==> src/rtl/seat_lease_tracker.sv <==
// Per-seat lease tracker: minute-based leases with reserve/extend/release/query, expiry scan and daily clear.
// Optional SEAT_LEASE_WARN_EN adds a WARN_MIN parameter and a warn_valid/warn_seat pulse during scans.
module seat_lease_tracker #(
  parameter int NUM_SEATS = 16,
  parameter int LEASE_MIN = 120,
  parameter int EXT_MIN   = 60,
  parameter int MAX_EXT   = 2,
`ifdef SEAT_LEASE_WARN_EN
  parameter int WARN_MIN  = 10,
`endif
  localparam int SEAT_W   = $clog2(NUM_SEATS)
) (
  input  logic              clk,
  input  logic              rst,
  input  logic              min_tick,
  input  logic              day_reset,
  input  logic              cmd_valid,
  output logic              cmd_ready,
  input  logic [1:0]        cmd_op,
  input  logic [SEAT_W-1:0] cmd_seat,
  output logic              rsp_valid,
  output logic              rsp_ok,
  output logic [NUM_SEATS-1:0] occupied,
  output logic [SEAT_W:0]   free_count,
  output logic              expire_valid,
  output logic [SEAT_W-1:0] expire_seat
`ifdef SEAT_LEASE_WARN_EN
  ,
  output logic              warn_valid,
  output logic [SEAT_W-1:0] warn_seat
`endif
);

  typedef enum logic [1:0] {IDLE, SCAN, CLEAR} state_t;

  localparam logic [SEAT_W:0]   NUM_SEATS_W = (SEAT_W+1)'(NUM_SEATS);
  localparam logic [SEAT_W-1:0] LAST_IDX    = SEAT_W'(NUM_SEATS - 1);
  localparam logic [7:0]        LEASE_W     = 8'(LEASE_MIN);
  localparam logic [8:0]        EXT_W       = 9'(EXT_MIN);
  localparam logic [1:0]        MAX_EXT_W   = 2'(MAX_EXT);
  localparam logic [1:0]        OP_RESERVE  = 2'b00;
  localparam logic [1:0]        OP_EXTEND   = 2'b01;
  localparam logic [1:0]        OP_RELEASE  = 2'b10;

  state_t                 state_q;
  logic [NUM_SEATS-1:0]   occupied_q;
  logic [SEAT_W:0]        freeCount_q;
  logic [7:0]             remaining_q [NUM_SEATS];
  logic [1:0]             ext_q       [NUM_SEATS];
  logic [SEAT_W-1:0]      scanIdx_q;
  logic                   pending_q;
  logic                   dayReset_q;
  logic                   rspValid_q;
  logic                   rspOk_q;
  logic                   expireValid_q;
  logic [SEAT_W-1:0]      expireSeat_q;
`ifdef SEAT_LEASE_WARN_EN
  logic                   warnValid_q;
  logic [SEAT_W-1:0]      warnSeat_q;
`endif

  logic                   dayEdge;
  logic                   cmdFire;
  logic                   seatInRange;
  logic                   cmdSeatOcc;
  logic [8:0]             extSum_d;
  logic [7:0]             extRem_d;
  logic [7:0]             scanRem;

  assign dayEdge     = day_reset && !dayReset_q;
  assign cmd_ready   = (state_q == IDLE) && !pending_q && !dayEdge;
  assign cmdFire     = cmd_valid && cmd_ready;
  assign seatInRange = {1'b0, cmd_seat} < NUM_SEATS_W;
  assign cmdSeatOcc  = seatInRange && occupied_q[cmd_seat];
  assign scanRem     = remaining_q[scanIdx_q];

  // Out-of-range seats are never read because every use is gated by seatInRange.
  always_comb begin
    extSum_d = 9'd0;
    extRem_d = 8'd0;
    if (seatInRange) begin
      extSum_d = {1'b0, remaining_q[cmd_seat]} + EXT_W;
      extRem_d = extSum_d[8] ? 8'hFF : extSum_d[7:0];
    end
  end

  always_ff @(posedge clk or posedge rst) begin
    if (rst) begin
      state_q       <= IDLE;
      occupied_q    <= '0;
      freeCount_q   <= NUM_SEATS_W;
      scanIdx_q     <= '0;
      pending_q     <= 1'b0;
      dayReset_q    <= 1'b0;
      rspValid_q    <= 1'b0;
      rspOk_q       <= 1'b0;
      expireValid_q <= 1'b0;
      expireSeat_q  <= '0;
`ifdef SEAT_LEASE_WARN_EN
      warnValid_q   <= 1'b0;
      warnSeat_q    <= '0;
`endif
      for (int i = 0; i < NUM_SEATS; i++) begin
        remaining_q[i] <= 8'd0;
        ext_q[i]       <= 2'd0;
      end
    end else begin
      dayReset_q    <= day_reset;
      rspValid_q    <= 1'b0;
      rspOk_q       <= 1'b0;
      expireValid_q <= 1'b0;
`ifdef SEAT_LEASE_WARN_EN
      warnValid_q   <= 1'b0;
`endif
      if (dayEdge) begin
        // Daily clear wins over everything; a coincident tick is simply dropped.
        state_q     <= CLEAR;
        occupied_q  <= '0;
        freeCount_q <= NUM_SEATS_W;
        scanIdx_q   <= '0;
        pending_q   <= 1'b0;
        for (int i = 0; i < NUM_SEATS; i++) begin
          remaining_q[i] <= 8'd0;
          ext_q[i]       <= 2'd0;
        end
      end else begin
        case (state_q)
          IDLE: begin
            if (cmdFire) begin
              rspValid_q <= 1'b1;
              case (cmd_op)
                OP_RESERVE: begin
                  if (seatInRange && !cmdSeatOcc) begin
                    rspOk_q                <= 1'b1;
                    occupied_q[cmd_seat]   <= 1'b1;
                    freeCount_q            <= freeCount_q - 1'b1;
                    remaining_q[cmd_seat]  <= LEASE_W;
                    ext_q[cmd_seat]        <= 2'd0;
                  end
                end
                OP_EXTEND: begin
                  if (cmdSeatOcc && (ext_q[cmd_seat] < MAX_EXT_W)) begin
                    rspOk_q               <= 1'b1;
                    remaining_q[cmd_seat] <= extRem_d;
                    ext_q[cmd_seat]       <= ext_q[cmd_seat] + 2'd1;
                  end
                end
                OP_RELEASE: begin
                  if (cmdSeatOcc) begin
                    rspOk_q               <= 1'b1;
                    occupied_q[cmd_seat]  <= 1'b0;
                    freeCount_q           <= freeCount_q + 1'b1;
                    remaining_q[cmd_seat] <= 8'd0;
                    ext_q[cmd_seat]       <= 2'd0;
                  end
                end
                default: rspOk_q <= cmdSeatOcc;
              endcase
            end
            if (min_tick) begin
              state_q   <= SCAN;
              scanIdx_q <= '0;
            end
          end
          SCAN: begin
            if (occupied_q[scanIdx_q]) begin
              if (scanRem == 8'd1) begin
                occupied_q[scanIdx_q]  <= 1'b0;
                freeCount_q            <= freeCount_q + 1'b1;
                remaining_q[scanIdx_q] <= 8'd0;
                ext_q[scanIdx_q]       <= 2'd0;
                expireValid_q          <= 1'b1;
                expireSeat_q           <= scanIdx_q;
              end else begin
                remaining_q[scanIdx_q] <= scanRem - 8'd1;
`ifdef SEAT_LEASE_WARN_EN
                if (scanRem - 8'd1 == 8'(WARN_MIN)) begin
                  warnValid_q <= 1'b1;
                  warnSeat_q  <= scanIdx_q;
                end
`endif
              end
            end
            // A tick arriving on the final visit still counts as pending.
            if (scanIdx_q == LAST_IDX) begin
              scanIdx_q <= '0;
              pending_q <= 1'b0;
              if (!(pending_q || min_tick)) begin
                state_q <= IDLE;
              end
            end else begin
              scanIdx_q <= scanIdx_q + 1'b1;
              if (min_tick) begin
                pending_q <= 1'b1;
              end
            end
          end
          CLEAR: state_q <= IDLE;
          default: state_q <= IDLE;
        endcase
      end
    end
  end

  assign rsp_valid    = rspValid_q;
  assign rsp_ok       = rspOk_q;
  assign occupied     = occupied_q;
  assign free_count   = freeCount_q;
  assign expire_valid = expireValid_q;
  assign expire_seat  = expireSeat_q;
`ifdef SEAT_LEASE_WARN_EN
  assign warn_valid   = warnValid_q;
  assign warn_seat    = warnSeat_q;
`endif

endmodule

==> config.mk <==
export PLATFORM = sky130hd
export DESIGN_NAME = seat_lease_tracker
export DESIGN_NICKNAME = d
export VERILOG_FILES = /design/src/rtl/seat_lease_tracker.sv
export SDC_FILE = /design/constraint.sdc
export NUM_CORES = 1
export LEC_CHECK = 0
export ABC_AREA = 0
export CELL_PAD_IN_SITES_DETAIL_PLACEMENT = 1
export CELL_PAD_IN_SITES_GLOBAL_PLACEMENT = 2
export CORE_ASPECT_RATIO = 1.4
export CORE_UTILIZATION = 40
export CTS_CLUSTER_DIAMETER = 60
export CTS_CLUSTER_SIZE = 28
export DETAILED_ROUTE_END_ITERATION = 12
export PLACE_DENSITY = 0.83
export REMOVE_ABC_BUFFERS = 1
export SETUP_SLACK_MARGIN = 0.02
export SLEW_MARGIN = 20
export SYNTH_ARGS = -nofsm -noshare
export SYNTH_HDL_FRONTEND = slang
export SYNTH_SLANG_ARGS = --single-unit
==> constraint.sdc <==
create_clock -name clk -period 10.9 [get_ports clk]
set_clock_uncertainty 0.15 [all_clocks]
set_input_delay 2.18 -clock clk [delete_from_list [all_inputs] [get_ports clk]]
set_output_delay 2.18 -clock clk [all_outputs]
set_load 0.02 [all_outputs]
# [Word level (Yosys, flattened, before mapping)]
# Index checks and enable logic that the tools add are counted.
[totals] register_bits=196 wordCells=207 in_bits=11
[classes] order_cmp=9 n_bitwise=19 n_mux=90 addsub=6 n_reduce_logical=25 eq_ne=16
[op_table] operator="2-to-1 mux 128 bit" count=7
[op_table] operator="case mux 128 bit (3 select lines)" count=1
[op_table] operator="bitwise AND 128 bit" count=2
[op_table] operator="bitwise mux 128 bit" count=2
[op_table] operator="NOT 128 bit" count=2
[op_table] operator="case mux 128 bit (2 select lines)" count=1
[op_table] operator="2-to-1 mux 32 bit" count=7
[op_table] operator="2-to-1 mux 16 bit" count=6
[op_table] operator="case mux 32 bit (3 select lines)" count=1
[op_table] operator="bitwise AND 32 bit" count=2
[op_table] operator="bitwise AND 64 bit" count=1
[op_table] operator="binary-select mux 8 bit (select 4 bit)" count=2
[op_table] operator="demux 8 bit (select 4 bit)" count=2
[op_table] operator="NOT 32 bit" count=2
[op_table] operator="NOT 64 bit" count=1
[op_table] operator="OR 64 bit" count=1
[op_table] operator="case mux 16 bit (2 select lines)" count=2
[op_table] operator="case mux 32 bit (2 select lines)" count=1
[op_table] operator="2-to-1 mux 8 bit" count=7
[op_table] operator="bitwise AND 16 bit" count=2
[op_table] operator="bitwise mux 32 bit" count=1
[op_table] operator="NOT 16 bit" count=2
[op_table] operator="2-to-1 mux 5 bit" count=6
[op_table] operator="2-to-1 mux 1 bit" count=21
[op_table] operator="other kinds (43)" count=83

# [Depth between registers and ports, before layout]
[depth] ltp_word=12 mapped_depth=16 ltp_nobuf=10

# [Worst setup path before layout]
# Ideal clock, no wire load.
[synth_path] path_kind="in2out" start="input day_reset" end="output cmd_ready" stages=6 path_slack_ps=4897 t_arrival_ps=3673 cell_sequence="nand2b_1 -> inv_1 -> clkbuf_1 -> clkbuf_1 -> buf_1 -> nor4_1"
[synth_via] elab_chain_len=3
[synth_rtl] item="start: declaration" line="16" rtl="input logic day_reset,"
[synth_rtl] item="logical AND 1 bit" line="70" rtl="assign dayEdge = day_reset && !dayReset_q;"
[synth_rtl] item="zero test 1 bit" line="71" rtl="assign cmd_ready = (state_q == IDLE) && !pending_q && !dayEdge;"
[synth_rtl] item="logical AND 1 bit" line="71"
[synth_rtl] item="end: declaration" line="18" rtl="output logic cmd_ready,"
# Every way passes these cells.

# [Final worst setup path]
[layout_path] start="input cmd_seat[2]" end="register remaining_q[60] in the netlist's numbering"
[layout_via] elab_chain_len=12
[layout_rtl] item="start: declaration" line="20" rtl="input logic [SEAT_W-1:0] cmd_seat,"
[layout_rtl] item="NOT 4 -> 5 bit (not written as such)"
[layout_rtl] item="binary-select mux 8 bit (select 4 bit) (tied with other cells)" line="82" rtl="extSum_d = {1'b0, remaining_q[cmd_seat]} + EXT_W;"
[layout_rtl] item="2-to-1 mux 8 bit (not written as such) or logical AND 1 bit (tied branches)"
[layout_rtl] item="2-to-1 mux 8 bit, on equally long branches"
[layout_rtl] item="adder 8 x 6 -> 9 bit or demux 8 bit (select 4 bit) (tied branches)"
[layout_rtl] item="2-to-1 mux 8 bit or NOT 128 bit (tied branches)"
[layout_rtl] item="bitwise mux 128 bit or bitwise AND 128 bit (tied branches)"
[layout_rtl] item="2-to-1 mux 128 bit, on equally long branches" line="142, 149"
[layout_rtl] item="case mux 128 bit (3 select lines)" line="131" rtl="case (cmd_op)"
[layout_rtl] item="2-to-1 mux 128 bit" line="129" rtl="if (cmdFire) begin"
[layout_rtl] item="case mux 128 bit (2 select lines)" line="127" rtl="case (state_q)"
[layout_rtl] item="2-to-1 mux 128 bit" line="115" rtl="if (dayEdge) begin"
[layout_rtl] item="end signal: indexed assignment" line="144" rtl="remaining_q[cmd_seat] <= extRem_d;"
[layout_rtl] item="end signal: indexed assignment" line="175" rtl="remaining_q[scanIdx_q] <= scanRem - 8'd1;"
[layout_rtl] item="end: declaration" line="48" rtl="logic [7:0] remaining_q [NUM_SEATS];"
# Several ways; a longest one is shown, not always the timed one. The select of a mux whose other input is x is not followed.
# A chain may end at the register's enable or synchronous reset.

==> results.py <==
metrics = {
    "outcome": {
        "status": "completed",
    },
    "pwr": {
        "power_frac_clock_pct": 16.9,
        "swShare_pct": 48.88,
        "intPower_w": 0.002133,
        "switchingPower_w": 0.002040,
        "leakagePower_nw": 6.420,
        "peakVddDrop_mv": 0.1298,
        "powerDensity_nw_per_um2": 243.0,
        "pwr-share-seq_pct": 33.2,
        "combinationalPowerShare_pct": 50.0,
    },
    "cts": {
        "postCtsHoldBufs": 0,
        "clockRootBuffer": "clkbuf_16",
        "cts_sinks": 196,
        "clk_pin_slew_ps": 80,
        "postCtsSetupRepairBufs": 0,
        "cts_buffers": 17,
        "clk_latency_ps": 480,
        "cts_tree": "built",
        "cts-resized-gates": 0,
        "clockBufferDepth": 2,
        "htree_num_levels": 4,
    },
    "floorplanning": {
        "coreArea_um2": 38710,
        "die-area_um2": 40390,
        "io_pins": 40,
        "die_w_um": 170.1,
        "die_y_um": 237.4,
        "rows": 85,
        "initial_utilization_pct": 40.89,
    },
    "sta": {
        "setup_tns_ps": 0,
        "maxSlewHeadroom_pct": 20.08,
        "maxSlewViolCount": 0,
        "setup_slack_ps": 3215,
        "hold_ws_ps": 335.5,
        "min_period_ps": 7685,
        "period_share_pct": 70.50,
        "setup_viol": 0,
        "fmaxAchievable_ghz": 0.1301,
        "worst_pin_slew_ps": 1194,
        "rsz0062_at_grt": "false",
        "finalHoldViolations": 0,
    },
    "worst_setup_path": {
        "critPathSlowestCell": "o2111a_1",
        "cp-end-kind": "flop",
        "crit_fanout": 30,
        "cp_common_cell": "buf_4",
        "critical_path_buf_inv_count": 3,
        "cp-start-kind": "input pin",
        "cpPeakStageDelay_ps": 900,
        "path_class": "in2reg",
        "cp_data_required_time_ps": 11160,
        "crit_family": "compound AO/OA/AOI/OAI gates",
        "path_cells": "clkdlybuf4s50_1 > buf_4 > nor2b_1 > a22oi_1 > and2_1 > o311ai_0 > o2111a_1 > buf_4 > nand2_1 > a21oi_1 > a32o_1",
        "arrival_ps": 7940,
    },
    "route": {
        "wire_per_inst_um": 33.03,
        "met1_length_um": 28400,
        "drt_iter0_drc": 1947,
        "viasPerCell": 7.622,
        "met2_length_um": 34150,
        "vias": 17390,
        "drtAntennaViolNets": 0,
        "top_layer": "met4",
        "wl_met3_um": 6692,
        "wl_um": 75360,
        "drt_pass1_iterations": 7,
        "drc_errors": 0,
    },
    "synth": {
        "synth_flop_cell": "dfrtp_1",
        "syn-cell-area_um2": 15830,
        "yosys.cell_types.count": 73,
        "ys_async_sr_fraction_pct": 100.0,
        "synthAdderAreaFrac_pct": 0.9485,
        "yosys.area_share.simple_pct": 15.12,
        "netlist.area_leader.share_pct": 30.83,
        "syn_inst": 1820,
        "synth_edf_count": 0,
        "synth_top_family_by_area": "compound AO/OA/AOI/OAI gates",
        "ys_warn_count": 0,
        "synthTopCellsByArea": "dfrtp_1, mux4_2, o21ai_0",
        "ys_seq_area_share_pct": 30.99,
        "synth_xor_area_share_pct": 0.4426,
        "synth_top_area_cell": "dfrtp_1",
        "avgSynthCellArea_um2": 8.698,
        "muxShareOfSynthArea_pct": 13.87,
        "synth_compound_area_share_pct": 33.39,
        "synth-seq-cells": 196,
    },
    "placement": {
        "preCtsSetupSlack_ps": 3107,
        "place_congestion": 0.9607,
        "numPortBuffers": 39,
        "hpwl_um": 49780,
    },
    "grt": {
        "grt_pass1_vias": 17400,
        "grt_antenna_before_repair": 1,
        "gr-total-overflow": 0,
        "grt_first_pass_wirelength_um": 112600,
        "grt_max_degree": 89,
        "grt_util_all_layers_pct": 37.71,
    },
    "finish": {
        "syn2layout_area_growth_pct": 8.465,
        "nets": 1769,
        "drive_above_1_share_pct": 12.51,
    },
    "run": {
        "cap_violations": 0,
    },
    "hold_path": {
        "hp-class": "reg2reg",
    },
}
-- kinds of logic (layout without fill, tap and decap cells) --
family          Yosys count  count (layout)
buf+inv                 193             132
flops                   196             196
xor+xnor                  8               8
fa+ha+maj                12              12
simple gates            530             530
compound gates          769             769
other cells               0               1
mux                     112             112
-- per-stage QoR --
stage          instances  cell area [um^2]  power (W)  utilization [%]
5_1_grt             2281             17170   0.004317            44.35
3_5_place_dp        2249             16560   0.003385            42.77
2_1_floorplan       1642             15060   0.002506                -
4_1_cts             2281             17160   0.004088            44.32
3_3_place_gp        2249             16540   0.003295            42.71
6_report            2282             17170   0.004173            44.35
-- final timing paths --
check,start,to,slack [ps],cells past startpoint
hold / removal,expire_seat[0],expire_seat[0],340,2
max in group asynchronous,rst,remaining_q[81],7100,3
setup / recovery,cmd_seat[2],remaining_q[60],3220,11
hold reg to reg,expire_seat[0],expire_seat[0],340,2
min in group asynchronous,rst,occupied[10],2030,2
setup reg to reg,scanIdx_q[2],remaining_q[60],5310,11
-- flip-flops by register name, indices dropped and copies added, names as in the netlist --
register and count:
dayReset_q 1, expire_seat 4, expire_valid 1, ext_q 32, free_count 5, occupied 16, pending_q 1, remaining_q 128
rsp_ok 1, rsp_valid 1, scanIdx_q 4, state_q 2
-- worst register-to-register path, stage by stage, from the launching register on --
cell and delay, ps:
dfrtp_1 330, buf_4 400, nor2b_1 980, a22o_1 400
a221oi_1 90, buf_4 230, nand3_1 120, o2111a_1 810
buf_4 500, nand2_1 610, a21oi_1 640, a32o_1 260
-- cells in the mapped netlist, drive strengths merged (19+ instances only) --
cell type    n
nand2      200
dfrtp      195
o21ai      192
a21oi      127
nor2       126
clkbuf     123
nand3       92
mux4        84
buf         55
a221oi      51
o31ai       49
o22ai       46
a32o        45
a31oi       42
a221o       41
a22oi       30
o211ai      30
nor3        24
and2        23
a21o        22
and3        20
a22o        19
-- routing by layer --
layer	vias to the layer above	track usage, %
met5	-	0
met4	0	28.61
met1	8832	46.86
met2	1164	57.63
li1	7036	-
met3	361	7.376
-- placed cells by master (no fill, tap or decap), types with 30 or more instances in the layout --
master and instances:
nand2_1 200, dfrtp_1 193, o21ai_0 173, a21oi_1 126, nor2_1 119, nand3_1 92, mux4_2 84, a221oi_1 50
o31ai_1 49, buf_4 47, o22ai_1 46, a32o_1 45, a31oi_1 42, a221o_1 41, clkdlybuf4s50_1 37, a22oi_1 30
o211ai_1 30
-- power groups by stage --
stage	registers, W	logic [W]	clock network, W
2_1_floorplan	0.00126	0.00125	0
3_3_place_gp	0.00135	0.00194	0
3_5_place_dp	0.00137	0.00201	0
4_1_cts	0.00136	0.00202	0.000703
5_1_grt	0.00141	0.00218	0.000727
6_report	0.00138	0.00209	0.000703
-- layout make-up --
cell class / instances / area, um^2
Antenna cell: 1 / 2.502
Tap cell: 522 / 653.1
Timing Repair Buffer: 85 / 728.2
Sequential cell: 196 / 4908
Clock inverter: 11 / 151.4
Fill cell: 4580 / 21540
Clock buffer: 21 / 450.4
Inverter: 15 / 63.81
Multi-Input combinational cell: 1431 / 10210
Note: power is estimated with default switching activity, not from simulation.
